--- config.mk ---
export PLATFORM = sky130hd
export DESIGN_NAME = mem_arbiter_2p
export DESIGN_NICKNAME = d
export VERILOG_FILES = /design/src/rtl/mem_arbiter_2p.sv
export SDC_FILE = /design/constraint.sdc
export NUM_CORES = 1
export LEC_CHECK = 0
export CAP_MARGIN = 30
export CELL_PAD_IN_SITES_DETAIL_PLACEMENT = 1
export CELL_PAD_IN_SITES_GLOBAL_PLACEMENT = 1
export CORE_MARGIN = 10
export CORE_UTILIZATION = 30
export CTS_BUF_LIST = sky130_fd_sc_hd__clkbuf_8
export CTS_CLUSTER_DIAMETER = 100
export DETAILED_ROUTE_END_ITERATION = 10
export PLACE_DENSITY = 0.88
export SYNTH_ARGS = -nofsm -noshare
export SYNTH_HDL_FRONTEND = slang
export SYNTH_SLANG_ARGS = --single-unit
--- constraint.sdc ---
create_clock -name clk -period 1.7 [get_ports clk]
set_clock_uncertainty 0.1 [all_clocks]
set_input_delay 0.51 -clock clk [delete_from_list [all_inputs] [get_ports clk]]
set_output_delay 0.51 -clock clk [all_outputs]
set_load 0.03 [all_outputs]
--- src/rtl/mem_arbiter_2p.sv ---
// mem_arbiter_2p: shares one single-port data memory between the instruction
// fetch port (A, read-only) and the load/store port (B, read/write).
// Contention is resolved round-robin. Each access takes IDLE -> ACCESS -> RESP,
// and the owner's ack pulses in RESP.
//
// Ports:
//   clk, reset_n              clock (posedge logic), async active-low reset
//   a_req/a_addr              fetch request and word address
//   a_ack/a_rdata             fetch completion pulse and fetched word
//   b_req/b_we/b_addr/b_wdata load/store request, direction, address, data
//   b_ack/b_rdata             load/store completion pulse and loaded word
//   mem_address/mem_data_in   registered memory address and write data
//   mem_write                 registered memory write enable
//   mem_data_out              combinational memory read data
//   busy                      high whenever the FSM is outside IDLE
module mem_arbiter_2p #(
  parameter int unsigned BITS_DATA = 32,
  parameter int unsigned BITS_ADDR = 16
) (
  input  logic                 clk,
  input  logic                 reset_n,
  input  logic                 a_req,
  input  logic [BITS_ADDR-1:0] a_addr,
  output logic                 a_ack,
  output logic [BITS_DATA-1:0] a_rdata,
  input  logic                 b_req,
  input  logic                 b_we,
  input  logic [BITS_ADDR-1:0] b_addr,
  input  logic [BITS_DATA-1:0] b_wdata,
  output logic                 b_ack,
  output logic [BITS_DATA-1:0] b_rdata,
  output logic [BITS_ADDR-1:0] mem_address,
  output logic [BITS_DATA-1:0] mem_data_in,
  output logic                 mem_write,
  input  logic [BITS_DATA-1:0] mem_data_out,
  output logic                 busy
);

  localparam logic PORT_A = 1'b0;
  localparam logic PORT_B = 1'b1;

  typedef enum logic [1:0] {
    ST_IDLE   = 2'd0,
    ST_ACCESS = 2'd1,
    ST_RESP   = 2'd2
  } state_t;

  state_t state_q;
  state_t state_d;

  logic owner_q;
  logic owner_d;
  logic last_grant_q;
  logic last_grant_d;

  logic                 a_ack_d;
  logic                 b_ack_d;
  logic [BITS_DATA-1:0] a_rdata_d;
  logic [BITS_DATA-1:0] b_rdata_d;
  logic [BITS_ADDR-1:0] mem_address_d;
  logic [BITS_DATA-1:0] mem_data_in_d;
  logic                 mem_write_d;
  logic                 busy_d;

  logic any_req;
  logic grant_b;

  // B wins when it is alone, or on a tie when A was granted last.
  assign any_req = a_req | b_req;
  assign grant_b = b_req & (~a_req | (last_grant_q == PORT_A));

  // State register.
  always_ff @(posedge clk or negedge reset_n) begin
    if (!reset_n) begin
      state_q <= ST_IDLE;
    end else begin
      state_q <= state_d;
    end
  end

  // Next-state logic.
  always_comb begin
    state_d = state_q;
    case (state_q)
      ST_IDLE:   if (any_req) state_d = ST_ACCESS;
      ST_ACCESS: state_d = ST_RESP;
      ST_RESP:   state_d = ST_IDLE;
      default:   state_d = ST_IDLE;
    endcase
  end

  // Output logic: next values for every registered output.
  always_comb begin
    owner_d       = owner_q;
    last_grant_d  = last_grant_q;
    a_ack_d       = 1'b0;
    b_ack_d       = 1'b0;
    a_rdata_d     = a_rdata;
    b_rdata_d     = b_rdata;
    mem_address_d = mem_address;
    mem_data_in_d = mem_data_in;
    mem_write_d   = 1'b0;
    busy_d        = (state_d != ST_IDLE);
    case (state_q)
      ST_IDLE: begin
        if (any_req) begin
          owner_d      = grant_b;
          last_grant_d = grant_b;
          if (grant_b) begin
            mem_address_d = b_addr;
            mem_data_in_d = b_wdata;
            mem_write_d   = b_we;
          end else begin
            mem_address_d = a_addr;
          end
        end
      end
      ST_ACCESS: begin
        // mem_write still holds the latched direction here; capture on reads only.
        if (owner_q == PORT_B) begin
          b_ack_d = 1'b1;
          if (!mem_write) b_rdata_d = mem_data_out;
        end else begin
          a_ack_d   = 1'b1;
          a_rdata_d = mem_data_out;
        end
      end
      default: ;
    endcase
  end

  // Output and bookkeeping registers.
  always_ff @(posedge clk or negedge reset_n) begin
    if (!reset_n) begin
      owner_q      <= PORT_A;
      last_grant_q <= PORT_B;
      a_ack        <= 1'b0;
      b_ack        <= 1'b0;
      a_rdata      <= '0;
      b_rdata      <= '0;
      mem_address  <= '0;
      mem_data_in  <= '0;
      mem_write    <= 1'b0;
      busy         <= 1'b0;
    end else begin
      owner_q      <= owner_d;
      last_grant_q <= last_grant_d;
      a_ack        <= a_ack_d;
      b_ack        <= b_ack_d;
      a_rdata      <= a_rdata_d;
      b_rdata      <= b_rdata_d;
      mem_address  <= mem_address_d;
      mem_data_in  <= mem_data_in_d;
      mem_write    <= mem_write_d;
      busy         <= busy_d;
    end
  end

endmodule

; Word level (Yosys, flattened, before mapping)
; Cells that the tools add are included.
[totals]
reg_bits = 120
input_bits = 101
out_inout_bits = 116
elab_cells = 35
[classes]
n_eq_ne = 1
n_mux = 10
n_bitwise = 7
n_reduce_logical = 6
[ops]
columns = cell, count
row1 = $mux 16, 1
row2 = $mux 1, 7
row3 = $reduce_and 3->1, 2
row4 = $not 1->1, 4
row5 = $pmux 2 s2, 1
row6 = $reduce_and 2->1, 2
row7 = $eq 2x1->1 const B, 1
row8 = $logic_not 2->1, 1
row9 = $mux 2, 1
row10 = $or 1x1->1, 2
row11 = $reduce_bool 2->1, 1
row12 = $and 1x1->1, 1

; Depth between registers and ports, before layout
; Gate-level depths: netlist (run 1).
[logic_depth]
depth_word = 6
ltp_mapped = 5
mapped_depth_nobuf = 3

; Worst setup path before layout (run 1)
; OpenSTA, ideal clock, no wires.
[synth_timing]
path_kind = input -> register
startpoint = input port b_req
endpoint = register mem_data_in[10]
setup_ns = 0.125
arrival_ns = 1.649
t_required_ns = 1.475
setup_slack_ns = -0.174
cell_stages = 5
path_buffers = 2
path_cell_list = a21bo_2 > buf_6 > nor3_4 > buf_6 > mux2_2
[synth_via]
elab_chain_cells = 2
elab_cells_between_ends = 3
classes_between = bitwise: 2 / reduce/logical: 1
[synth_rtl]
columns = item, line_no
row1 = start: declaration, 26  ; input logic b_req,
row2 = $or 1x1->1 / $and 1x1->1 (equally long branches), "69, 70"
row3 = $reduce_and 3->1 (no source line) *, -
row4 = end signal: assignment, 153  ; mem_data_in <= mem_data_in_d;
row5 = end: declaration, 33  ; output logic [BITS_DATA-1:0] mem_data_in,
; Mark *: on every way between the ends. The rest lies on a longest branch, timed or not.
; A chain may end at the register's enable or synchronous reset.

; Final worst setup path (run 1)
[layout_timing]
startpoint = register last_grant_q
endpoint = register mem_address[5]
[layout_via]
elab_chain_cells = 4
[layout_rtl]
columns = item, line_no
row1 = start: declaration, 53  ; logic last_grant_q;
row2 = start signal: assignment, 147  ; last_grant_q <= last_grant_d;
row3 = $not 1->1, 70  ; assign grant_b = b_req & (~a_req | (last_grant_q == PORT_A));
row4 = $or 1x1->1, 70
row5 = $and 1x1->1, 70
row6 = $mux 16, 109  ; if (grant_b) begin
row7 = end signal: assignment, 152  ; mem_address <= mem_address_d;
row8 = end: declaration, 32  ; output logic [BITS_ADDR-1:0] mem_address,
; No other way between the ends.

==> impl_metrics.ini, run 1 <==
[outcome]
outcome = complete, no violations

[sta]
worstMarginPinSlew_ns = 0.355
setup_viol = 0
timing.final.ws_setup_ns = 0.0369
report.final.slew_viol_count = 0
max_freq_mhz = 601
hold_viol_final = 0
max_slew_margin = 0.764
rsz0062_at_grt = yes
min_period_ns = 1.66
finalCritPeriodShare = 0.978

[global_route]
grt_pass1_wl_mm = 22.8
grt_pass1_vias = 3854
antenna_found_initial = 0
grt_overflow = 0
track_usage = 0.144
grt_max_degree = 66

[synthesis]
synthTopCellsByCount = mux2_2, dfrtp_1, buf_6, mux2_1, buf_2
netlist_top_cells_area = dfrtp_1, mux2_2, buf_6, mux2_1, dfstp_2
ys_seq_elements = 120
yosysSeqAreaShare = 0.643
synth-edff-count = 0
synth-main-ff-cell = dfrtp_1
syn_area_sq_um = 4670
yosysTopAreaCell = dfrtp_1
synth-async-reset-ratio = 1.00
yosysMostFrequentCell = mux2_2
synth.distinct_cells = 20
avgSynthCellArea_sq_um = 16.9
synth_warnings = 0
syn_nets = 377
synthesis.instances = 276
yosysTopAreaCellShare = 0.637

[worst_setup_path]
cp.arrival_ns = 1.88
rrSetupSlack_ns = 0.04
reg2reg_to = mem_address[5]$_DFFE_PN0P_
worst_ep_required_time_ns = 1.91
r2r-start = last_grant_q$_DFFE_PN1P_
endpoint_kind = flip-flop
critical_path_class = flip-flop to flip-flop
crit_path_start_kind = flip-flop
ff2ff_path_depth = 4
worstPathMaxFanout = 10

[min_path]
min_path_type = flip-flop to flip-flop
hold_start = b_rdata[2]$_DFFE_PN0P_
hold_end = b_rdata[2]$_DFFE_PN0P_
hold_depth = 1

[power]
peakVddDrop_uv = 821
p_clk_frac = 0.156
power_frac_seq = 0.312
power_frac_comb = 0.532
internal_power_w = 0.00952
p_per_area_nw_per_um2 = 2220
cellLeakagePower_nw = 3.34
power_w = 0.0165
power.switching_w = 0.00698
switching_share = 0.423

[final_layout]
post-route-util = 0.487
syn_to_final_growth_pct = 59.1
fin_nets = 626
fill_cells = 1547
drive_gt1_frac = 0.571
num_antenna_cells = 0

[routing]
dr.pass1.iters = 4
drc_errors = 0
drtIter0Drc = 95
vias_per_cell = 4.39
drtAntennaViolNets = 0
wire_per_inst_um = 20.3
vias = 3290
wl_mm = 15.2

[cts]
worstSkewPairLatency_ns = 0.42
cts_tree = done
cts_buffers = 17
htree_levels = 4
clkSlewWorstSetupHoldPaths_ns = 0.07
cts.path.max_buffers = 2
clkSinkCount = 120
cts-root-buf = clkbuf_8

[die]
start_util = 0.306
fp.dieArea_sq_um = 21000
ios = 217
fp.dieH_um = 145
fp.dieW_um = 145
num_rows = 45
core_sq_um = 15300

[run]
cap_viol_max_count = 0

[place]
gp_congestion = 0.741
port_buffers = 216
pre_cts_ws_ns = -0.588
hpwl_mm = 11.6
area by class of cell:
cell class	instances	area [sq um]	area share
inverters	2	7.51	0.00101
flip-flops and latches	120	3000	0.404
multi-input cells	140	1620	0.218
repair buffers	244	2130	0.286
clock inverters	13	145	0.0195
clock buffers	19	262	0.0352
well taps	211	264	0.0355
kinds of logic after synthesis:
family                 Yosys count  synth area share
muxes                          128             0.309
and+or+nand+nor                  8            0.0123
DFF                            120             0.643
buffers and inverters           16            0.0297
AOI/OAI and AO/OA                4           0.00643
sequential cells by signal, indices dropped and copies added (netlist names):
signal,flops
state_q,2
b_rdata,32
mem_write,1
busy,1
owner_q,1
a_rdata,32
mem_data_in,32
last_grant_q,1
a_ack,1
b_ack,1
mem_address,16
power by group through the flow:
stage / logic, W / clock network [W] / registers (W)
2_1_floorplan: 0.00243 / 0 / 0.00790
3_3_place_gp: 0.00938 / 0 / 0.00513
3_5_place_dp: 0.00961 / 0 / 0.00525
4_1_cts: 0.00878 / 0.00267 / 0.00517
5_1_grt: 0.00927 / 0.00281 / 0.00535
6_report: 0.00877 / 0.00258 / 0.00515
repair_timing:
action                                  CTS  global route
endpoints found under the hold margin    42             0
setup buffers                             3             2
gates resized for setup                 544            10
hold buffers                              1             0
endpoints found under the setup margin  153            54
cloned                                    2             2
pin swaps                                 2             1
routing by layer:
layer | global-route usage | part of all wire | vias to the layer above
met5 | 0 | 0 | -
met4 | 0.0452 | 0.013 | 0
met3 | 0.0642 | 0.096 | 14
met2 | 0.257 | 0.53 | 132
met1 | 0.147 | 0.36 | 1673
li1 | - | - | 1471
through the flow:
step	instances	hold WS, ns	setup TNS, ns	instance area, sq um
4_1_cts	746	0.393	-0.355	7350
2_1_floorplan	276	0.114	-4.96	4690
6_report	749	0.387	0	7430
5_1_grt	749	0.414	-0.0414	7430
3_5_place_dp	708	0.380	-27.71	7300
3_3_place_gp	708	0.366	-25.03	7300
how the worst max path moves through the flow:
stage	from	endpoint	slack [ns]	depth (start not counted)
global placement	b_req	mem_data_in[7]$_DFFE_PN0P_	-0.53	5
floorplan	b_req	mem_data_in[10]$_DFFE_PN0P_	-0.17	5
CTS	last_grant_q$_DFFE_PN1P_	mem_data_in[1]$_DFFE_PN0P_	-0.05	5
finish	last_grant_q$_DFFE_PN1P_	mem_address[5]$_DFFE_PN0P_	0.04	4
global route	last_grant_q$_DFFE_PN1P_	mem_address[10]$_DFFE_PN0P_	-0.01	4
detailed placement	b_req	mem_data_in[13]$_DFFE_PN0P_	-0.59	5
cell usage in the layout, fill, tap and decap left out, types with 4 or more instances in the layout:
cell             netlist  routed
clkinvlp_4             0       6
buf_6                  8       4
buf_2                  4     105
mux2_4                 0      19
clkbuf_8               1      19
buf_4                  1      13
clkdlybuf4s50_1        0      97
mux2_2               122     105
mux2_1                 6       4
dfrtp_1              119     119
buf_12                 0      17
critical path, stage by stage, from the launching register on:
cell     delay, ns
dfstp_2       0.54
a21bo_4       0.16
buf_8         0.15
mux2_2        0.34
mux2_2        0.26
(Power assumes the default switching activity.)
==> run 2: changes to the inputs <==
--- a/config.mk
+++ b/config.mk
@@ -12,6 +12,7 @@
 export CORE_UTILIZATION = 30
 export CTS_BUF_LIST = sky130_fd_sc_hd__clkbuf_8
 export CTS_CLUSTER_DIAMETER = 100
+export CTS_CLUSTER_SIZE = 28
 export DETAILED_ROUTE_END_ITERATION = 10
 export PLACE_DENSITY = 0.88
 export SYNTH_ARGS = -nofsm -noshare
==> results of run 2 <==
Same layout as run 1: the final DEF is identical, and so are final timing and power.
